<file path="src/rtl/serial_add_pkg.sv">
// Shared types and limits for the bit-serial adder controller.
package serial_add_pkg;

  localparam int MIN_WIDTH = 2;

  typedef enum logic [1:0] {
    IDLE = 2'd0,
    RUN  = 2'd1,
    DONE = 2'd2
  } sa_state_t;

endpackage

</file>
<file path="src/rtl/full_adder_bit.sv">
// Single-bit full-adder cell, time-shared by the serial adder controller.
module full_adder_bit (
  input  logic a,
  input  logic b,
  input  logic cin,
  output logic s,
  output logic cout
);

  assign s    = a ^ b ^ cin;
  assign cout = (a & b) | (cin & (a ^ b));

endmodule

</file>
<file path="src/rtl/serial_add_ctrl.sv">
// Bit-serial adder: one full-adder cell walks the operands LSB first over WIDTH
// cycles, then presents a registered sum, carry-out and signed overflow.
module serial_add_ctrl
  import serial_add_pkg::*;
#(
  parameter int WIDTH = 8
) (
  input  logic             clk,
  input  logic             reset,
  input  logic             start,
  input  logic [WIDTH-1:0] a,
  input  logic [WIDTH-1:0] b,
  input  logic             cin,
  output logic             busy,
  output logic             done,
  output logic [WIDTH-1:0] sum,
  output logic             cout,
  output logic             overflow
);

  localparam int CNT_W = (WIDTH > 1) ? $clog2(WIDTH) : 1;

  if (WIDTH < MIN_WIDTH) begin : g_width_check
    $error("serial_add_ctrl: WIDTH below minimum");
  end

  sa_state_t        r_state;
  sa_state_t        w_state_nxt;
  logic [WIDTH-1:0] r_sha;
  logic [WIDTH-1:0] r_shb;
  logic [WIDTH-1:0] r_shs;
  logic [WIDTH-1:0] w_shs_nxt;
  logic [CNT_W-1:0] r_cnt;
  logic             r_carry;
  logic             r_busy;
  logic             r_done;
  logic [WIDTH-1:0] r_sum;
  logic             r_cout;
  logic             r_ovf;
  logic             w_fa_s;
  logic             w_fa_co;
  logic             w_last;

  full_adder_bit u_fa (
    .a    (r_sha[0]),
    .b    (r_shb[0]),
    .cin  (r_carry),
    .s    (w_fa_s),
    .cout (w_fa_co)
  );

  assign w_last    = (r_state == RUN) && (r_cnt == CNT_W'(WIDTH - 1));
  assign w_shs_nxt = {w_fa_s, r_shs[WIDTH-1:1]};

  always_ff @(posedge clk) begin
    if (reset) begin
      r_state <= IDLE;
    end else begin
      r_state <= w_state_nxt;
    end
  end

  always_comb begin
    w_state_nxt = IDLE;
    case (r_state)
      IDLE: begin
        if (start) begin
          w_state_nxt = RUN;
        end else begin
          w_state_nxt = IDLE;
        end
      end
      RUN: begin
        if (w_last) begin
          w_state_nxt = DONE;
        end else begin
          w_state_nxt = RUN;
        end
      end
      DONE:    w_state_nxt = IDLE;
      default: w_state_nxt = IDLE;
    endcase
  end

  // Results are written on the edge entering DONE so they are valid while done=1;
  // r_carry still holds the carry into the MSB on that edge.
  always_ff @(posedge clk) begin
    if (reset) begin
      r_sha   <= '0;
      r_shb   <= '0;
      r_shs   <= '0;
      r_cnt   <= '0;
      r_carry <= 1'b0;
      r_busy  <= 1'b0;
      r_done  <= 1'b0;
      r_sum   <= '0;
      r_cout  <= 1'b0;
      r_ovf   <= 1'b0;
    end else begin
      r_busy <= (w_state_nxt != IDLE);
      r_done <= (w_state_nxt == DONE);
      case (r_state)
        IDLE: begin
          if (start) begin
            r_sha   <= a;
            r_shb   <= b;
            r_carry <= cin;
            r_cnt   <= '0;
          end
        end
        RUN: begin
          r_sha   <= {1'b0, r_sha[WIDTH-1:1]};
          r_shb   <= {1'b0, r_shb[WIDTH-1:1]};
          r_shs   <= w_shs_nxt;
          r_carry <= w_fa_co;
          if (w_last) begin
            r_cnt  <= '0;
            r_sum  <= w_shs_nxt;
            r_cout <= w_fa_co;
            r_ovf  <= r_carry ^ w_fa_co;
          end else begin
            r_cnt <= r_cnt + CNT_W'(1);
          end
        end
        default: begin
        end
      endcase
    end
  end

  assign busy     = r_busy;
  assign done     = r_done;
  assign sum      = r_sum;
  assign cout     = r_cout;
  assign overflow = r_ovf;

endmodule

</file>
<file path="config.mk">
export PLATFORM = sky130hd
export DESIGN_NAME = serial_add_ctrl
export DESIGN_NICKNAME = d
export VERILOG_FILES = /design/src/rtl/serial_add_pkg.sv /design/src/rtl/full_adder_bit.sv /design/src/rtl/serial_add_ctrl.sv
export SDC_FILE = /design/constraint.sdc
export NUM_CORES = 1
export LEC_CHECK = 0
export BUFFER_PORTS_ARGS = -buffer_cell sky130_fd_sc_hd__buf_2
export CAP_MARGIN = 20
export CORE_ASPECT_RATIO = 0.7
export CORE_UTILIZATION = 60
export CTS_BUF_LIST = sky130_fd_sc_hd__clkbuf_8
export DETAILED_ROUTE_END_ITERATION = 12
export GPL_ROUTABILITY_DRIVEN = 0
export PLACE_DENSITY = 0.95
export SETUP_SLACK_MARGIN = 0.15
export SLEW_MARGIN = 5
export SYNTH_ARGS = -nofsm -noshare
export SYNTH_HDL_FRONTEND = slang
export SYNTH_SLANG_ARGS = --single-unit
</file>
<file path="constraint.sdc">
create_clock -name clk -period 2.1 [get_ports clk]
set_clock_uncertainty 0.05 [all_clocks]
set_input_delay 0.42 -clock clk [delete_from_list [all_inputs] [get_ports clk]]
set_output_delay 0.42 -clock clk [all_outputs]
set_load 0.1 [all_outputs]
</file>
==> results of run 1 <==
-- layout make-up --
cell class,count,share of cell area
flip-flops and latches,41,0.443
multi-input cells,123,0.396
repair buffers,32,0.0877
clock buffers,6,0.0445
well taps,34,0.0229
clock inverters,1,0.00405
inverters,1,0.00202
-- stage by stage --
step	total power, uW	instances	hold slack [ns]	instance area, um2
2_1_floorplan	973	180	0.382	1650
3_3_place_gp	993	231	0.390	1760
3_5_place_dp	1010	231	0.400	1760
4_1_cts	1510	238	0.335	1850
5_1_grt	1560	238	0.361	1850
6_report	1510	238	0.328	1850
-- cell families (layout without fill, tap and decap cells) --
family | after synthesis | count (layout) | synth area share
simple gates | 64 | 64 | 0.162
buf+inv | 16 | 40 | 0.0562
xor+xnor | 1 | 1 | 0.00532
compound gates | 39 | 39 | 0.154
fa+ha+maj | 3 | 3 | 0.0273
flops | 41 | 41 | 0.498
mux | 16 | 16 | 0.0972
-- Yosys cell counts --
cell / instances
a211oi_1: 16
a21oi_1: 17
a22oi_1: 3
a32oi_1: 1
and2b_2: 1
and3b_2: 1
buf_2: 5
buf_4: 3
buf_6: 2
clkbuf_1: 5
dfxtp_1: 41
fa_1: 1
ha_1: 2
inv_1: 1
mux2i_1: 16
nand2_1: 33
nand2b_1: 1
nand3b_1: 1
nor2_1: 23
nor3_1: 2
nor3b_1: 1
o21ba_2: 1
o21bai_1: 1
or3_1: 1
xnor2_1: 1
-- tightest hold or removal path: cells and delay by family --
kind            cells  cell delay (ns)
compound gates      1             0.05
buf+inv             1             0.08
simple gates        1             0.08
-- sequential cells by signal (all words and copies together), names as in the netlist, 2 cells and up --
register	flops
r_sha	8
r_cnt	3
sum	8
r_shb	8
r_shs	7
r_state	2
-- final timing paths --
path / from / to / slack, ns / depth (start not counted)
worst max-delay path: r_state[0]$_SDFF_PP0_ / r_sha[4]$_SDFFE_PP0P_ / 0.30 / 3
worst min register to register: sum[4]$_SDFFE_PP0P_ / sum[4]$_SDFFE_PP0P_ / 0.41 / 2
worst min-delay path: b[7] / r_shb[7]$_SDFFE_PP0P_ / 0.33 / 3
worst max register to register: r_state[0]$_SDFF_PP0_ / r_sha[4]$_SDFFE_PP0P_ / 0.30 / 3
-- where the power goes --
| group | switching (uW) | internal, uW |
|---|---|---|
| Clock | 252 | 260 |
| Combinational | 90.5 | 64.1 |
| Sequential | 26.8 | 812 |
-- per-layer routing --
layer,routed length (um),GRT usage
met2,1770,0.482
met4,110,0.142
met5,0,0
met3,161,0.0775
met1,1530,0.278
==> out/qor.yml, run 1 <==
synth_top_area_share: 0.498
numCtsBuffers: 5
fp.dieW_um: 64.6
final_common_cell: "dfxtp_1"
crit_arrival_ns: 1.93
drv_slew: 0
relSlewSlack: 0.527
antenna_found_initial: 0
multi_input_comb_area_um2: 734
syn_inst: 180
tightest_slew_ns: 0.709
synth_area_leaders: "dfxtp_1 50%, mux2i_1 9.7%, nand2_1 7.5%"
min_path_type: "input pin to flop"
mostFrequentLayoutCells: "41 x dfxtp_1, 33 x nand2_1, 31 x buf_2, 23 x nor2_1, 17 x a21oi_1"
crit_family: "compound AO/OA/AOI/OAI gates"
wl_per_cell_um: 15.0
status: "finished clean"
grt_pass1_wl_um: 5530
path_max_fanout: 30
leakage_uw: 0.000763
seq_area_um2: 821
setup_viol: 0
worstSetupEndpointType: "flop"
ir_drop_mv: 0.494
cts_sinks: 41
drcViolationCount: 0
grt_pass1_vias: 1243
final_core_util: 0.732
rsz0062_at_grt: "false"
root_buffer: "clkbuf_8"
synthesis.nets: 203
dp_hpwl_um: 2320
fmax_mhz: 555
seq_area_frac_synth: 0.498
clkLatencyLatePin_ns: 0.29
hold_viol_final: 0
chipHeight_um: 45.8
drt_iter0_drc: 44
powerDensity_nw_per_um2: 812
critPathBufInv: 0
grt_max_degree: 42
min_period_ns: 1.80
worst_setup_path_start_kind: "flop"
ant_nets: 0
vias: 1342
die-area_um2: 2960
core.rowCount: 15
ys_seq_elements: 41
post_cts_resized: 0
cts_tree: "built"
drive_above_1_share: 0.206
grt-ovfl-total: 0
tns_ns: 0
routed_wl_um: 3570
ys_types: 25
period_share: 0.858
synth_top_area_cell: "dfxtp_1"
place_ws_ns: 0.380
avgSynthCellArea_um2: 9.15
firstDrtPassIters: 4
setup_ws_ns: 0.298
cts_max_level: 2
cts.clk_slew.worst_paths_ns: 0.07
slowest_stage: "dfxtp_1"
cts_hold_buf: 0
worstSetupPathType: "flop to flop"
area_growth_pct: 12.5
post_cts_buffers: 0
track_usage: 0.262
avgViaCountPerCell: 5.64
start_util: 0.650
nFillCells: 174
maxCapViolCount: 0
syn_area_um2: 1650
clk_path_buf_depth: 2
yosysWarnings: 0
crit_path_cell_trace: "o21ba_2, nor2_1, a211oi_1"
port_buffers: 31
coreArea_um2: 2530
required_ns: 2.23
io_pins: 32
final_nets: 227
antenna_cells: 0
slowest_delay_ns: 0.62
No activity file was read; power rests on OpenSTA's default activity.
==> run 2: changes to the inputs <==
--- a/config.mk
+++ b/config.mk
@@ -5,14 +5,15 @@
 export SDC_FILE = /design/constraint.sdc
 export NUM_CORES = 1
 export LEC_CHECK = 0
+export ABC_AREA = 1
 export BUFFER_PORTS_ARGS = -buffer_cell sky130_fd_sc_hd__buf_2
 export CAP_MARGIN = 20
 export CORE_ASPECT_RATIO = 0.7
-export CORE_UTILIZATION = 60
+export CORE_UTILIZATION = 58
 export CTS_BUF_LIST = sky130_fd_sc_hd__clkbuf_8
 export DETAILED_ROUTE_END_ITERATION = 12
 export GPL_ROUTABILITY_DRIVEN = 0
-export PLACE_DENSITY = 0.95
+export PLACE_DENSITY = 0.94
 export SETUP_SLACK_MARGIN = 0.15
 export SLEW_MARGIN = 5
 export SYNTH_ARGS = -nofsm -noshare
==> constraint.sdc (replaced) <==
create_clock -name clk -period 1.8 [get_ports clk]
set_clock_uncertainty 0.05 [all_clocks]
set_input_delay 0.36 -clock clk [delete_from_list [all_inputs] [get_ports clk]]
set_output_delay 0.36 -clock clk [all_outputs]
set_load 0.1 [all_outputs]
==> run 2 against run 1 <==
Synthesized area increased by 16%. Core utilization down 5.2 points. Sequential share of layout area is 5.9 points lower. Flip-flop and latch count unchanged. Largest power group unchanged. Critical path type is now flop to output port. Die area is 19% higher. The flow now finishes with violations (DRC).
==> out/qor.yml, run 2 <==
syn_inst: 273
antenna_cells: 0
final_common_cell: "nand2_1"
synthesis.nets: 296
final_nets: 325
coreArea_um2: 3150
avgViaCountPerCell: 4.85
powerDensity_nw_per_um2: 857
start_util: 0.608
synth_top_area_share: 0.429
synth_flop_cell: "dfxtp_1"
status: "finished, violations left"
grt_max_degree: 34
drcViolationCount: 6
slowest_stage: "buf_2"
drv_slew: 0
min_period_ns: 1.49
hold_viol_final: 0
worstSetupPathType: "flop to output port"
mostFrequentLayoutCells: "88 x nand2_1, 60 x nor2_1, 41 x dfxtp_1, 31 x buf_2, 27 x inv_1"
path_max_fanout: 2
synth_area_leaders: "dfxtp_1 43%, nand2_1 17%, nor2_1 12%"
slowest_delay_ns: 0.43
worstSetupEndpointType: "output port"
dp_cells: 333
antenna_found_initial: 0
finalNonFillerCells: 341
track_usage: 0.237
synth_common_cells: "88 x nand2_1, 60 x nor2_1, 41 x dfxtp_1, 24 x inv_1, 14 x nand3_1"
nFillCells: 272
rsz0062_at_grt: "false"
required_ns: 1.39
whs_ns: 0.302
leakage_uw: 0.00113
chipHeight_um: 50.1
port_buffers: 31
routed_wl_um: 3730
r2r_cells: 6
tightest_slew_ns: 0.487
avgSynthCellArea_um2: 7.01
synth_top_area_cell: "dfxtp_1"
ys_types: 22
grt_pass1_wl_um: 6310
maxCapViolCount: 0
setup_viol: 0
post_cts_buffers: 0
clkLatencyLatePin_ns: 0.29
grt-ovfl-total: 0
fp.dieW_um: 70.7
worst_setup_path_start_kind: "flop"
wl_per_cell_um: 10.9
synth_edf_count: 0
crit_arrival_ns: 1.08
syn_area_um2: 1910
vias: 1655
seq_area_frac_synth: 0.429
violations: "DRC"
cp_num_cells: 1
numCtsBuffers: 5
root_buffer: "clkbuf_8"
ir_drop_mv: 0.471
cts_sinks: 41
drt_iter0_drc: 99
critPathBufInv: 1
cts_tree: "built"
crit_family: "buffers and inverters"
crit_path_cell_trace: "buf_2"
dp_hpwl_um: 2540
synthArstFlopShare: 0
firstDrtPassIters: 8
die-area_um2: 3540
relSlewSlack: 0.678
cts.clk_slew.worst_paths_ns: 0.07
area_growth_pct: 11.8
drive_above_1_share: 0.178
grt_pass1_vias: 1430
tns_ns: 0
yosysWarnings: 0
clk_path_buf_depth: 2
io_pins: 32
ys_seq_elements: 41
period_share: 0.827
min_path_type: "input pin to flop"
fmax_mhz: 672
ant_nets: 0
cts_max_level: 2
whs_path_depth: 3
core.rowCount: 17
post-synth-top-count-cell: "nand2_1"
r2r_slack_ns: 0.36
## run 2: changes by cell type after synthesis, sizes merged, moves of 8 or more
cell	before	now
nand2	33	90
nor2	23	62
inv	1	26
nand3	0	20
a211oi	16	0
mux2i	16	0
a21oi	17	5
o21ai	0	8
## run 2: path summary, 6_finish.rpt
check,from,end
hold reg to reg,r_shs[4]$_SDFFE_PP0P_,sum[3]$_SDFFE_PP0P_
setup / recovery,cout$_SDFFE_PP0P_,cout
hold / removal,b[7],r_shb[7]$_SDFFE_PP0P_
setup reg to reg,r_state[1]$_SDFF_PP0_,r_shb[0]$_SDFFE_PP0P_
## run 2: metrics by stage
stage / worst slack, ns / util / total power [uW] / area [um2]
finish: 0.312 / 0.680 / 1830 / 2140
global route: 0.242 / 0.680 / 1940 / 2140
CTS: 0.248 / 0.678 / 1850 / 2130
detailed placement: 0.261 / 0.653 / 1290 / 2050
global placement: 0.302 / 0.653 / 1280 / 2050
floorplan: 0.465 / - / 1220 / 1910
## run 2: timing repair
item | in CTS | in global routing
hold buffers | 0 | 0
resized for setup | 0 | 1
setup endpoints to repair | 0 | 11
## run 2: cell type report
class	count	area [um2]	area share
Clock buffer	5	68.8	0.0322
Tap cell	38	47.5	0.0222
Sequential cell	41	821	0.384
Multi-Input combinational cell	192	888	0.415
Inverter	26	97.6	0.0456
Timing Repair Buffer	36	205	0.0959
Clock inverter	3	11.3	0.00526
## run 2: logic make-up after synthesis
| logic type | after synthesis | synth area share |
|---|---|---|
| AO/OA/AOI/OAI | 13 | 0.0399 |
| adder cells (fa/ha/maj) | 3 | 0.0235 |
| AND/OR/NAND/NOR | 175 | 0.393 |
| buffers and inverters | 40 | 0.110 |
| XOR/XNOR | 1 | 0.00458 |
| flip-flops | 41 | 0.429 |
## run 2: report_power, final
part	leakage, uW	total (uW)	switching, uW	internal, uW
Combinational	0.000745	272	167	106
Clock	0.0000519	560	302	258
Sequential	0.000336	1000	39.6	962
## run 2: routing by layer
layer,vias up,share of wire,track usage
li1,885,-,-
met1,725,0.47,0.308
met2,40,0.45,0.361
met3,5,0.063,0.0695
met4,0,0.016,0.120
met5,-,0,0
